File: src/rtl/procyon_core_pkg.sv
// Shared types and helpers for the procyon core: RAT controller state encoding
// and register-map index sizing.
package procyon_core_pkg;

    // Recovery sequencer states for the RAT controller
    typedef enum logic [1:0] {
        IDLE  = 2'd0,
        FLUSH = 2'd1,
        DRAIN = 2'd2
    } rat_ctrl_state_t;

    // Index width of a register map with the given number of entries
    function automatic int regmap_idx_width(input int depth);
        return $clog2(depth);
    endfunction

    localparam int OPTN_REGMAP_DEPTH = 32;
    localparam int REGMAP_IDX_WIDTH  = regmap_idx_width(OPTN_REGMAP_DEPTH);

endpackage

File: src/rtl/procyon_rat_lookup.sv
// One source-operand read port of the RAT: entry mux, x0 forced to a ready
// zero, and same-cycle bypass of a retiring value whose tag still matches.
module procyon_rat_lookup
    import procyon_core_pkg::*;
#(
    parameter int OPTN_DATA_WIDTH    = 32,
    parameter int OPTN_ROB_IDX_WIDTH = 5,
    parameter int OPTN_REGMAP_DEPTH  = 32,
    localparam int IDX_W = regmap_idx_width(OPTN_REGMAP_DEPTH)
) (
    input  logic [IDX_W-1:0]                                i_rs,
    input  logic [OPTN_REGMAP_DEPTH*OPTN_DATA_WIDTH-1:0]    i_rat_data,
    input  logic [OPTN_REGMAP_DEPTH*OPTN_ROB_IDX_WIDTH-1:0] i_rat_tag,
    input  logic [OPTN_REGMAP_DEPTH-1:0]                    i_rat_rdy,
    input  logic                                            i_retire_en,
    input  logic [IDX_W-1:0]                                i_retire_rdest,
    input  logic [OPTN_DATA_WIDTH-1:0]                      i_retire_data,
    input  logic [OPTN_ROB_IDX_WIDTH-1:0]                   i_retire_tag,
    output logic [OPTN_DATA_WIDTH-1:0]                      o_data,
    output logic [OPTN_ROB_IDX_WIDTH-1:0]                   o_tag,
    output logic                                            o_rdy
);

    logic [OPTN_DATA_WIDTH-1:0]    data_arr [OPTN_REGMAP_DEPTH];
    logic [OPTN_ROB_IDX_WIDTH-1:0] tag_arr  [OPTN_REGMAP_DEPTH];

    // Unpack the flattened entry buses so the mux can index by register number
    generate
        for (genvar gi = 0; gi < OPTN_REGMAP_DEPTH; gi++) begin : g_unpack
            assign data_arr[gi] = i_rat_data[gi*OPTN_DATA_WIDTH +: OPTN_DATA_WIDTH];
            assign tag_arr[gi]  = i_rat_tag[gi*OPTN_ROB_IDX_WIDTH +: OPTN_ROB_IDX_WIDTH];
        end
    endgenerate

    logic is_x0;
    logic bypass_hit;

    assign is_x0      = (i_rs == '0);
    assign bypass_hit = i_retire_en & (i_retire_rdest == i_rs) & ~is_x0 &
                        (i_retire_tag == tag_arr[i_rs]);

    // Select entry contents, then override for x0 or a matching retire
    always_comb begin
        o_data = data_arr[i_rs];
        o_tag  = tag_arr[i_rs];
        o_rdy  = i_rat_rdy[i_rs];
        if (is_x0) begin
            o_data = '0;
            o_tag  = '0;
            o_rdy  = 1'b1;
        end else if (bypass_hit) begin
            o_data = i_retire_data;
            o_rdy  = 1'b1;
        end
    end

endmodule

File: src/rtl/procyon_rat_ctrl.sv
// RAT entry-array controller: decodes rename/retire into one-hot entry enables
// (x0 never written), serves two source lookups, and sequences flush recovery
// by pulsing the entry flush and then holding rename off for a drain window.
module procyon_rat_ctrl
    import procyon_core_pkg::*;
#(
    parameter int OPTN_DATA_WIDTH    = 32,
    parameter int OPTN_ROB_IDX_WIDTH = 5,
    parameter int OPTN_REGMAP_DEPTH  = 32,
    parameter int OPTN_FLUSH_STALL   = 2,
    localparam int IDX_W = regmap_idx_width(OPTN_REGMAP_DEPTH)
) (
    input  logic                                            clk,
    input  logic                                            rst,
    input  logic                                            i_flush_req,
    input  logic                                            i_rename_valid,
    output logic                                            o_rename_ready,
    input  logic [IDX_W-1:0]                                i_rename_rdest,
    input  logic [OPTN_ROB_IDX_WIDTH-1:0]                   i_rename_tag,
    input  logic                                            i_retire_en,
    input  logic [IDX_W-1:0]                                i_retire_rdest,
    input  logic [OPTN_DATA_WIDTH-1:0]                      i_retire_data,
    input  logic [OPTN_ROB_IDX_WIDTH-1:0]                   i_retire_tag,
    input  logic [IDX_W-1:0]                                i_rs1,
    input  logic [IDX_W-1:0]                                i_rs2,
    output logic [OPTN_DATA_WIDTH-1:0]                      o_rs1_data,
    output logic [OPTN_DATA_WIDTH-1:0]                      o_rs2_data,
    output logic [OPTN_ROB_IDX_WIDTH-1:0]                   o_rs1_tag,
    output logic [OPTN_ROB_IDX_WIDTH-1:0]                   o_rs2_tag,
    output logic                                            o_rs1_rdy,
    output logic                                            o_rs2_rdy,
    output logic                                            o_rat_flush,
    output logic [OPTN_REGMAP_DEPTH-1:0]                    o_rat_rename_en,
    output logic [OPTN_ROB_IDX_WIDTH-1:0]                   o_rat_rename_tag,
    output logic [OPTN_REGMAP_DEPTH-1:0]                    o_rat_retire_en,
    output logic [OPTN_DATA_WIDTH-1:0]                      o_rat_retire_data,
    output logic [OPTN_ROB_IDX_WIDTH-1:0]                   o_rat_retire_tag,
    input  logic [OPTN_REGMAP_DEPTH*OPTN_DATA_WIDTH-1:0]    i_rat_data,
    input  logic [OPTN_REGMAP_DEPTH*OPTN_ROB_IDX_WIDTH-1:0] i_rat_tag,
    input  logic [OPTN_REGMAP_DEPTH-1:0]                    i_rat_rdy
);

    localparam int CNT_W = (OPTN_FLUSH_STALL > 1) ? $clog2(OPTN_FLUSH_STALL) : 1;
    localparam logic [CNT_W-1:0] STALL_INIT = CNT_W'(OPTN_FLUSH_STALL - 1);

    rat_ctrl_state_t  state_reg, state_next;
    logic [CNT_W-1:0] cnt_reg, cnt_next;
    logic             flush_reg;

    // State, drain counter and flush pulse registers
    always_ff @(posedge clk) begin
        if (rst) begin
            state_reg <= IDLE;
            cnt_reg   <= '0;
            flush_reg <= 1'b0;
        end else begin
            state_reg <= state_next;
            cnt_reg   <= cnt_next;
            flush_reg <= (state_next == FLUSH);
        end
    end

    // Next-state logic; a new flush request restarts recovery from any state
    always_comb begin
        state_next = state_reg;
        cnt_next   = cnt_reg;
        case (state_reg)
            IDLE: begin
                if (i_flush_req) state_next = FLUSH;
            end
            FLUSH: begin
                cnt_next   = STALL_INIT;
                state_next = i_flush_req ? FLUSH : DRAIN;
            end
            DRAIN: begin
                if (i_flush_req) begin
                    state_next = FLUSH;
                end else if (cnt_reg == '0) begin
                    state_next = IDLE;
                end else begin
                    cnt_next = cnt_reg - 1'b1;
                end
            end
            default: begin
                state_next = IDLE;
                cnt_next   = '0;
            end
        endcase
    end

    logic rename_fire;

    assign o_rename_ready = (state_reg == IDLE) & ~i_flush_req & ~rst;
    assign rename_fire    = i_rename_valid & o_rename_ready;
    assign o_rat_flush    = flush_reg;

    // Broadcast buses go straight to every entry; the one-hot enables select
    assign o_rat_rename_tag  = i_rename_tag;
    assign o_rat_retire_data = i_retire_data;
    assign o_rat_retire_tag  = i_retire_tag;

    // Per-entry enable decode; entry 0 (x0) is hardwired and never written
    generate
        for (genvar gi = 0; gi < OPTN_REGMAP_DEPTH; gi++) begin : g_en
            if (gi == 0) begin : g_x0
                assign o_rat_rename_en[gi] = 1'b0;
                assign o_rat_retire_en[gi] = 1'b0;
            end else begin : g_reg
                localparam logic [IDX_W-1:0] IDX = IDX_W'(gi);
                assign o_rat_rename_en[gi] = rename_fire & (i_rename_rdest == IDX);
                assign o_rat_retire_en[gi] = i_retire_en & ~rst & (i_retire_rdest == IDX);
            end
        end
    endgenerate

    procyon_rat_lookup #(
        .OPTN_DATA_WIDTH    (OPTN_DATA_WIDTH),
        .OPTN_ROB_IDX_WIDTH (OPTN_ROB_IDX_WIDTH),
        .OPTN_REGMAP_DEPTH  (OPTN_REGMAP_DEPTH)
    ) u_lookup_rs1 (
        .i_rs           (i_rs1),
        .i_rat_data     (i_rat_data),
        .i_rat_tag      (i_rat_tag),
        .i_rat_rdy      (i_rat_rdy),
        .i_retire_en    (i_retire_en),
        .i_retire_rdest (i_retire_rdest),
        .i_retire_data  (i_retire_data),
        .i_retire_tag   (i_retire_tag),
        .o_data         (o_rs1_data),
        .o_tag          (o_rs1_tag),
        .o_rdy          (o_rs1_rdy)
    );

    procyon_rat_lookup #(
        .OPTN_DATA_WIDTH    (OPTN_DATA_WIDTH),
        .OPTN_ROB_IDX_WIDTH (OPTN_ROB_IDX_WIDTH),
        .OPTN_REGMAP_DEPTH  (OPTN_REGMAP_DEPTH)
    ) u_lookup_rs2 (
        .i_rs           (i_rs2),
        .i_rat_data     (i_rat_data),
        .i_rat_tag      (i_rat_tag),
        .i_rat_rdy      (i_rat_rdy),
        .i_retire_en    (i_retire_en),
        .i_retire_rdest (i_retire_rdest),
        .i_retire_data  (i_retire_data),
        .i_retire_tag   (i_retire_tag),
        .o_data         (o_rs2_data),
        .o_tag          (o_rs2_tag),
        .o_rdy          (o_rs2_rdy)
    );

endmodule
File: config.mk
export PLATFORM = sky130hd
export DESIGN_NAME = procyon_rat_ctrl
export DESIGN_NICKNAME = d
export VERILOG_FILES = /design/src/rtl/procyon_core_pkg.sv /design/src/rtl/procyon_rat_lookup.sv /design/src/rtl/procyon_rat_ctrl.sv
export SDC_FILE = /design/constraint.sdc
export NUM_CORES = 1
export LEC_CHECK = 0
export BUFFER_PORTS_ARGS = -buffer_cell sky130_fd_sc_hd__buf_2
export CAP_MARGIN = 20
export CORE_AREA = 2 2 564 566
export DETAILED_ROUTE_END_ITERATION = 16
export DIE_AREA = 0 0 566 568
export PLACE_DENSITY = 0.3
export SKIP_CTS_REPAIR_TIMING = 1
export SYNTH_ARGS = -nofsm -noshare
export SYNTH_HDL_FRONTEND = slang
export SYNTH_SLANG_ARGS = --single-unit
File: constraint.sdc
create_clock -name clk -period 4.05 [get_ports clk]
set_input_delay 0.6075 -clock clk [delete_from_list [all_inputs] [get_ports clk]]
set_output_delay 0.6075 -clock clk [all_outputs]
set_load 0.1 [all_outputs]
# After elaboration in Yosys (flattened, before gate mapping)
# Index checks and enable logic that the tools add are counted.
dict set report classes {
  shifts 0
  mul 0
  addsub 1
  bitwise_logic 79
  n_reduce_logical 4
  n_div 0
  order_cmp 4
  n_mux 34
  eq_ne 70
}
# operator n
set op_table {}
lappend op_table {{$bmux W32 S5} 2}
lappend op_table {{$mux W32} 8}
lappend op_table {{$eq A5 B5 Y1 const B} 32}
lappend op_table {{$eq A5 B4 Y1 const B} 16}
lappend op_table {{$and A1 B1 Y1} 72}
lappend op_table {{$bmux W5 S5} 2}
lappend op_table {{$eq A5 B3 Y1 const B} 8}
lappend op_table {{$mux W5} 6}
lappend op_table {{$eq A5 B2 Y1 const B} 4}
lappend op_table {{$eq A5 B5 Y1} 4}
lappend op_table {{$ge A6 B6 Y1 const B} 2}
lappend op_table {{$lt A5 B6 Y1 const B} 2}
lappend op_table {{$not A5 Y6} 2}
lappend op_table {{$bmux W1 S5} 2}
lappend op_table {{$eq A5 B1 Y1 const B} 2}
lappend op_table {{$logic_not A5 Y1} 2}
lappend op_table {{$mux W1} 8}
lappend op_table {{$mux W2} 4}
lappend op_table {{$pmux W2 S3} 1}
lappend op_table {{$not A1 Y1} 5}
lappend op_table {{$eq A2 B1 Y1 const B} 2}
lappend op_table {{$pmux W1 S3} 1}
lappend op_table {{$eq A2 B2 Y1 const B} 1}
lappend op_table {{$logic_not A2 Y1} 1}
lappend op_table {{other kinds (3)} 3}
dict set report word_totals {
  out_inout_bits 184
  wordCells 195
  ff_bits 4
  rom_bits 0
  n_memories 0
  ramBits 0
  latch_bits 0
  input_bits 1283
}

# Depth between registers and ports, before layout
# Gate-level depths: netlist of run 1.
dict set report depth {
  word_depth 8
  ltp_mapped 13
  depth_no_buf 7
}

# Cells and area by module
# A second synthesis of run 1 with hierarchy kept.
dict set report unflattened {
  hier_cells 1667
  hier_area_um2 21962.3
}
# mod cells_each instances seq_area_each_um2 area_each_um2
set modules_own_cells {}
lappend modules_own_cells {procyon_rat_lookup 753 2 0.0 10453.8}
lappend modules_own_cells {procyon_rat_ctrl 161 1 80.1 1054.8}

# Worst setup path after synthesis of run 1
# OpenSTA, ideal clock, no wires.
dict set report synth_path {
  kind {in2out}
  from {in i_flush_req}
  to {out o_rat_rename_en[4]}
  arrival_ns 6.438
  t_required_ns 3.442
  slack_ns -2.996
  path_buffers 0
  path_stages 4
  path_cell_list {nor4_1 > nand2_1 > or3_1 > nor3_1}
}
dict set report synth_between {
  elab_chain_cells 5
}
# item line
set synth_rtl {}
lappend synth_rtl {{start, declared} procyon_rat_ctrl.sv:15} ;# input logic i_flush_req,
lappend synth_rtl {{$not A1 Y1} procyon_rat_ctrl.sv:93} ;# assign o_rename_ready = (state_reg == IDLE) & ~i_flush_req & ~rst;
lappend synth_rtl {{$and A1 B1 Y1 (2 in a row)} procyon_rat_ctrl.sv:93}
lappend synth_rtl {{$and A1 B1 Y1} procyon_rat_ctrl.sv:94} ;# assign rename_fire = i_rename_valid & o_rename_ready;
lappend synth_rtl {{$and A1 B1 Y1} procyon_rat_ctrl.sv:110} ;# assign o_rat_rename_en[gi] = rename_fire & (i_rename_rdest == IDX);
lappend synth_rtl {{end, declared} procyon_rat_ctrl.sv:33} ;# output logic [OPTN_REGMAP_DEPTH-1:0] o_rat_rename_en,
# No other way between the ends.

# Worst setup path in the final report of run 1
dict set report layout_path {
  from {in i_rs1[0]}
  to {out o_rs1_data[14]}
}
dict set report layout_between {
  elab_chain_cells 8
  word_cells_on_any_way 16
  classes_between {2 x eq/ne; 8 x mux; 5 x bitwise; 1 x reduce/logical}
}
# item line
set layout_rtl {}
lappend layout_rtl {{start, declared} procyon_rat_ctrl.sv:24} ;# input logic [IDX_W-1:0] i_rs1,
lappend layout_rtl {{$not A5 Y6 (implied by the code)} {procyon_rat_lookup.sv:40, procyon_rat_lookup.sv:44}}
lappend layout_rtl {{$bmux W5 S5} procyon_rat_lookup.sv:40} ;# (i_retire_tag == tag_arr[i_rs]);
lappend layout_rtl {{$mux W5 (implied by the code) (2 in a row)} procyon_rat_lookup.sv:40}
lappend layout_rtl {{$eq A5 B5 Y1} procyon_rat_lookup.sv:40}
lappend layout_rtl {{$and A1 B1 Y1} procyon_rat_lookup.sv:39} ;# assign bypass_hit = i_retire_en & (i_retire_rdest == i_rs) & ~is_x0 &
lappend layout_rtl {{$mux W32} procyon_rat_lookup.sv:51} ;# end else if (bypass_hit) begin
lappend layout_rtl {{$mux W32 *} procyon_rat_lookup.sv:47} ;# if (is_x0) begin
lappend layout_rtl {{end, declared} procyon_rat_ctrl.sv:26} ;# output logic [OPTN_DATA_WIDTH-1:0] o_rs1_data,
# Mark *: on every way between the ends. The rest lies on a longest branch, timed or not. The select of a mux whose other input is x is not followed.

==> results of run 1 <==
==> cell type report <==
| class | instances | share of cell area (%) |
|---|---|---|
| diodes | 111 | 0.715 |
| clock buffers | 3 | 0.193 |
| inverters | 6 | 0.0838 |
| multi-input cells | 1263 | 54.8 |
| flip-flops and latches | 4 | 0.206 |
| well taps | 4180 | 13.5 |
| repair buffers | 1763 | 30.6 |
==> stage by stage <==
step / util, % / setup WS (ps) / cells / TNS, ps
2_1_floorplan: - / -470 / 1538 / -22930
3_3_place_gp: 11.8 / -736 / 7155 / -30780
3_5_place_dp: 11.8 / -769 / 7155 / -29950
4_1_cts: 11.8 / -768 / 7158 / -30750
5_1_grt: 12.2 / -300 / 7283 / -8890
6_report: 12.3 / -217 / 7330 / -4500
==> power by group through the flow <==
stage	registers [mW]	logic [mW]	clock network [mW]
2_1_floorplan	0.0482	3.57	0
3_3_place_gp	0.0443	6.59	0
3_5_place_dp	0.0445	6.60	0
4_1_cts	0.0439	6.62	0.156
5_1_grt	0.0443	6.95	0.159
6_report	0.0439	6.67	0.153
==> kinds of logic (layout without fill, tap and decap cells) <==
kind of cell	after synthesis	in the layout	share of synthesized area (%)
muxes	873	873	83.4
AOI/OAI and AO/OA	92	92	3.18
and+or+nand+nor	284	284	6.52
other	1	113	0.0174
buffers and inverters	271	1772	6.06
DFF	4	4	0.372
xor gates and xnor gates	12	12	0.489
==> worst paths after layout <==
| check | startpoint | end | slack [ps] | cells past startpoint |
|---|---|---|---|---|
| worst min register to register | cnt_reg | cnt_reg | 490 | 2 |
| worst max register to register | state_reg[0] | cnt_reg | 3180 | 2 |
| worst min-delay path | cnt_reg | cnt_reg | 490 | 2 |
| worst max-delay path | i_rs1[0] | o_rs1_data[14] | -220 | 11 |
==> layout by cell type (no fill, tap or decap), drive strengths merged, types with 8 or more instances in the layout <==
master,synthesis,layout
a211oi,35,35
a22oi,10,10
buf,132,1750
clkbuf,133,16
diode,0,111
mux2,38,38
mux2i,104,104
mux4,731,731
nand2,86,86
nand2b,13,13
nor2,67,67
nor3,26,26
nor3b,8,8
nor4,37,37
o21ai,8,8
==> layer usage <==
metal	wire length, um	share of wire, %
met5	737	0.30
met3	22100	8.9
met4	10500	4.2
met1	97900	39
met2	117000	47
==> worst min-delay path, delay by kind of cell (launching register included) <==
family / cells / cell delay [ps]
DFF: 1 / 290
and+or+nand+nor: 2 / 140
==> results.sh, run 1 <==
export IMPL_status="finished with violations"
export IMPL_violations="negative setup slack"
export IMPL_num_rows=207
export IMPL_clock_fmax_ghz=0.234
export IMPL_synth_top_area_share_pct=76.5
export IMPL_clk_pin_slew_ps=30
export IMPL_synth_area_sq_um=21500
export IMPL_worstPathMaxFanout=7
export IMPL_dp_hpwl_um=222000
export IMPL_path_class="in -> out"
export IMPL_use_met1_pct=17.6
export IMPL_start_util_pct=6.80
export IMPL_drc=0
export IMPL_wl_um=249000
export IMPL_viasPerCell=3.58
export IMPL_crit_chain="clkbuf_16, mux4_2, mux2i_2, o22ai_2, or3_1, a211o_4, or3_4, buf_8, buf_16, a211oi_4, buf_12"
export IMPL_synth_area_leader_cell="mux4_2"
export IMPL_fin_area_sq_um=38800
export IMPL_area_delta_synth_final_pct=80.6
export IMPL_tightestPinTransition_ps=1070
export IMPL_synth_edf_count=0
export IMPL_largest_reg_flops=2
export IMPL_worst_path_buf_inv=4
export IMPL_setup_viol=41
export IMPL_die_h_um=568
export IMPL_grt_max_degree=67
export IMPL_ir_worst_vdd_mv=0.116
export IMPL_syn_inst=1537
export IMPL_p_seq_share_pct=0.6
export IMPL_busiest_layer="met2"
export IMPL_vias=26300
export IMPL_hp_class="reg -> reg"
export IMPL_p_comb_share_pct=97.1
export IMPL_path_delay_family="compound AO/OA/AOI/OAI gates"
export IMPL_p_int_mw=3.10
export IMPL_n_fill_cell=36100
export IMPL_synth_cell_type_count=51
export IMPL_cts_root_buf="clkbuf_16"
export IMPL_async_flop_share_pct=0
export IMPL_post_synth_top_count_cell="mux4_2"
export IMPL_cp_slowest_cell="mux4_2"
export IMPL_use_met2_pct=24.5
export IMPL_synth_area_leaders="mux4_2 (77%), mux2i_1 (4.8%), clkbuf_1 (2.3%)"
export IMPL_grt_pass1_vias=27100
export IMPL_rsz0062_at_grt="true"
export IMPL_avgSynthCellArea_sq_um=14.0
export IMPL_gr_total_overflow=0
export IMPL_cts_tree="built"
export IMPL_ys_seq_area_share_pct=0.372
export IMPL_ys_seq_elements=4
export IMPL_clk_latency_ps=230
export IMPL_wire_per_inst_um=33.9
export IMPL_powerDensity_nw_per_um2=177
export IMPL_cts_buffer_depth=2
export IMPL_io_pins=1467
export IMPL_layout_setup_ws_ps=-217
export IMPL_crit_arrival_ps=3660
export IMPL_max_stage_delay_ps=530
export IMPL_crit_path_end_kind="output pin"
export IMPL_power_share_clock_pct=2.2
export IMPL_relSlewSlack_pct=28.1
export IMPL_final_nets=4324
export IMPL_period_needed_ps=4270
export IMPL_drv_cap=0
export IMPL_synthTopCellsByCount="mux4_2 (731), clkbuf_1 (133), mux2i_1 (104)"
export IMPL_numCtsBuffers=3
export IMPL_switching_power_mw=3.77
export IMPL_critPathRequiredTime_ps=3440
export IMPL_synthFlopType="dfxtp_1"
export IMPL_port_buffers=1454
export IMPL_antenna_found_initial=244
export IMPL_skew_ps=2.05
export IMPL_htreeDepth=1
export IMPL_drive_above_1_share_pct=87.8
export IMPL_swShare_pct=54.8
export IMPL_slew_viol_final=0
export IMPL_grt_pass1_wl_um=308000
export IMPL_first_iter_violations=2117
export IMPL_hold_ws_ps=486
export IMPL_die_area_sq_um=321000
export IMPL_hold_viol=0
export IMPL_dpl_cell_area_sq_um=37300
export IMPL_synth_warnings=0
export IMPL_core_area_sq_um=316000
export IMPL_ff_latch_area_sq_um=80.1
export IMPL_grt_usage_pct=14.6
export IMPL_total_power_mw=6.87
export IMPL_gr_usage_met3_pct=4.50
export IMPL_routabilityCongestion=0.940
export IMPL_ant_nets=0
export IMPL_multi_input_comb_area_sq_um=21300
export IMPL_cts_sinks=4
export IMPL_power_leakage_nw=14.6
export IMPL_startpoint_type="primary input"
export IMPL_die_width_um=566
export IMPL_drt_pass1_iter_count=5
export IMPL_period_share_pct=105
No activity file was read; power rests on OpenSTA's default activity.
==> inputs of run 2 (changes only) <==
- CTS_BUF_LIST: unset -> sky130_fd_sc_hd__clkbuf_4
- PLACE_DENSITY: 0.3 -> unset
==> run 2 against run 1 <==
  * Die area did not move
  * Register-to-register slack barely moved
  * Worst hold slack improved by 13 ps
  * The flow still finishes with violations (negative setup slack)
  * Highest routed layer unchanged
  * Sequential share of layout area barely moved
  * Clock skew rose by 3.8 ps
  * Critical path depth rose by 2
  * Cell area fell by 1.6%
  * Flip-flop and latch count did not move
  * Setup slack got worse by 120 ps
  * Maximum frequency fell by 2.8%
  * Power rose by 0.14%
==> results.sh, run 2 (same netlist as run 1, synthesis figures left out) <==
export IMPL_violations="negative setup slack"
export IMPL_core_area_sq_um=316000
export IMPL_use_met1_pct=18.9
export IMPL_relSlewSlack_pct=44.0
export IMPL_crit_arrival_ps=3780
export IMPL_status="finished with violations"
export IMPL_clk_latency_ps=240
export IMPL_cts_tree="built"
export IMPL_area_delta_synth_final_pct=77.8
export IMPL_drive_above_1_share_pct=87.0
export IMPL_worstPathMaxFanout=7
export IMPL_antenna_found_initial=364
export IMPL_holdPathStages=2
export IMPL_max_stage_delay_ps=490
export IMPL_grt_pass1_wl_um=329000
export IMPL_tightestPinTransition_ps=840
export IMPL_cts_sinks=4
export IMPL_dp_hpwl_um=248000
export IMPL_grt_max_degree=67
export IMPL_wl_um=273000
export IMPL_drt_pass1_iter_count=6
export IMPL_drv_cap=0
export IMPL_routabilityCongestion=1.08
export IMPL_hold_end="cnt_reg"
export IMPL_ant_nets=0
export IMPL_final_common_cell="buf_2"
export IMPL_crit_chain="buf_16, buf_12, mux4_2, mux2i_1, o2111ai_2, a21o_1, a211o_1, nor4_4, buf_4, clkbuf_16, buf_16, mux2i_4, buf_12"
export IMPL_start_util_pct=6.80
export IMPL_path_delay_family="buffers and inverters"
export IMPL_htreeDepth=1
export IMPL_total_power_mw=6.88
export IMPL_ff2ff_path_depth=2
export IMPL_layout_setup_ws_ps=-341
export IMPL_vias=27800
export IMPL_use_met2_pct=23.9
export IMPL_skew_ps=5.85
export IMPL_preCtsSetupSlack_ps=-485
export IMPL_num_rows=207
export IMPL_gr_total_overflow=0
export IMPL_grt_pass1_vias=26600
export IMPL_hold_viol=0
export IMPL_largest_reg_flops=2
export IMPL_period_needed_ps=4390
export IMPL_cp_slowest_cell="mux4_2"
export IMPL_clock_fmax_ghz=0.228
export IMPL_port_buffers=1454
export IMPL_slew_viol_final=0
export IMPL_n_fill_cell=36100
export IMPL_wire_per_inst_um=36.8
export IMPL_rsz0062_at_grt="true"
export IMPL_io_pins=1467
export IMPL_cts_buffer_depth=2
export IMPL_die_area_sq_um=321000
export IMPL_cts_root_buf="clkbuf_4"
export IMPL_busiest_layer="met2"
export IMPL_r2r_setup_slack_ps=3180
export IMPL_dpl_cell_area_sq_um=37300
export IMPL_critPathRequiredTime_ps=3440
export IMPL_drc=0
export IMPL_r2r_end="cnt_reg"
export IMPL_first_iter_violations=3444
export IMPL_path_class="in -> out"
export IMPL_final_nets=4281
export IMPL_startpoint_type="primary input"
export IMPL_numCtsBuffers=3
export IMPL_hold_path_startpoint="cnt_reg"
export IMPL_clk_pin_slew_ps=40
export IMPL_die_width_um=566
export IMPL_power_leakage_nw=14.2
export IMPL_powerDensity_nw_per_um2=180
export IMPL_die_h_um=568
export IMPL_hp_class="reg -> reg"
export IMPL_grt_usage_pct=16.1
export IMPL_crit_path_end_kind="output pin"
export IMPL_reg2reg_from="state_reg[0]"
export IMPL_viasPerCell=3.76
export IMPL_gr_usage_met3_pct=9.38
export IMPL_setup_viol=65
export IMPL_period_share_pct=108
export IMPL_ir_worst_vdd_mv=0.112
export IMPL_fin_area_sq_um=38200
export IMPL_final_cell_mix="buf_2 (1372), mux4_2 (731), buf_4 (213)"
export IMPL_worst_path_buf_inv=6
## run 2: cell count changes in the layout (fill, tap and decap cells not counted), moves of 5 or more
cell       before  now
diode_2       111  229
buf_6          20    6
clkbuf_16      16    4
buf_16         16    5
buf_4         224  213
buf_12        110  116
buf_8           9    3
mux2i_1        66   72
a22oi_1         5   10
a22oi_2         5    0
## run 2: report_power, final
| group | leakage, nW | internal (mW) | total [mW] | switching [mW] |
|---|---|---|---|---|
| Sequential | 0.0331 | 0.0417 | 0.0443 | 0.00263 |
| Combinational | 14.1 | 2.88 | 6.78 | 3.90 |
| Clock | 0.0153 | 0.0334 | 0.0527 | 0.0193 |
## run 2: how the worst max path moves through the flow
stage	start	to	slack [ps]	cells past startpoint
floorplan	i_rs1[2]	o_rs1_tag[1]	-470	5
global placement	i_rs2[0]	o_rs2_data[2]	-510	12
detailed placement	i_rs2[0]	o_rs2_data[2]	-480	12
CTS	i_rs2[0]	o_rs2_data[2]	-510	12
global route	i_rs2[0]	o_rs2_data[2]	-420	13
finish	i_rs2[0]	o_rs2_data[2]	-340	13
## run 2: through the flow
step / instances / hold slack [ps] / setup TNS, ps / utilization (%)
2_1_floorplan: 1538 / 468 / -22930 / -
6_report: 7405 / 499 / -16870 / 12.1
3_5_place_dp: 7156 / 486 / -21420 / 11.8
5_1_grt: 7269 / 525 / -21570 / 12.0
4_1_cts: 7159 / 492 / -23020 / 11.8
3_3_place_gp: 7156 / 486 / -22410 / 11.8
## run 2: final cells by class
| type | instances | area [sq um] | share of cell area, % |
|---|---|---|---|
| antenna | 229 | 573 | 1.50 |
| clock buffer | 3 | 22.5 | 0.0589 |
| inverter | 6 | 32.5 | 0.0851 |
| multi-input combinational | 1263 | 21100 | 55.3 |
| sequential | 4 | 80.1 | 0.209 |
| tap | 4180 | 5230 | 13.7 |
| timing repair buffer | 1720 | 11200 | 29.2 |
## run 2: tightest hold or removal path: stages, from the launching register on
cell and delay [ps]:
dfxtp_1 300, nor2_1 100, nor3b_1 50
## run 2: per-layer routing
layer | share of wire [%] | up-vias
met1 | 37 | 14200
met3 | 15 | 666
li1 | - | 10200
met4 | 4.8 | 190
met5 | 0.47 | -
met2 | 42 | 2550
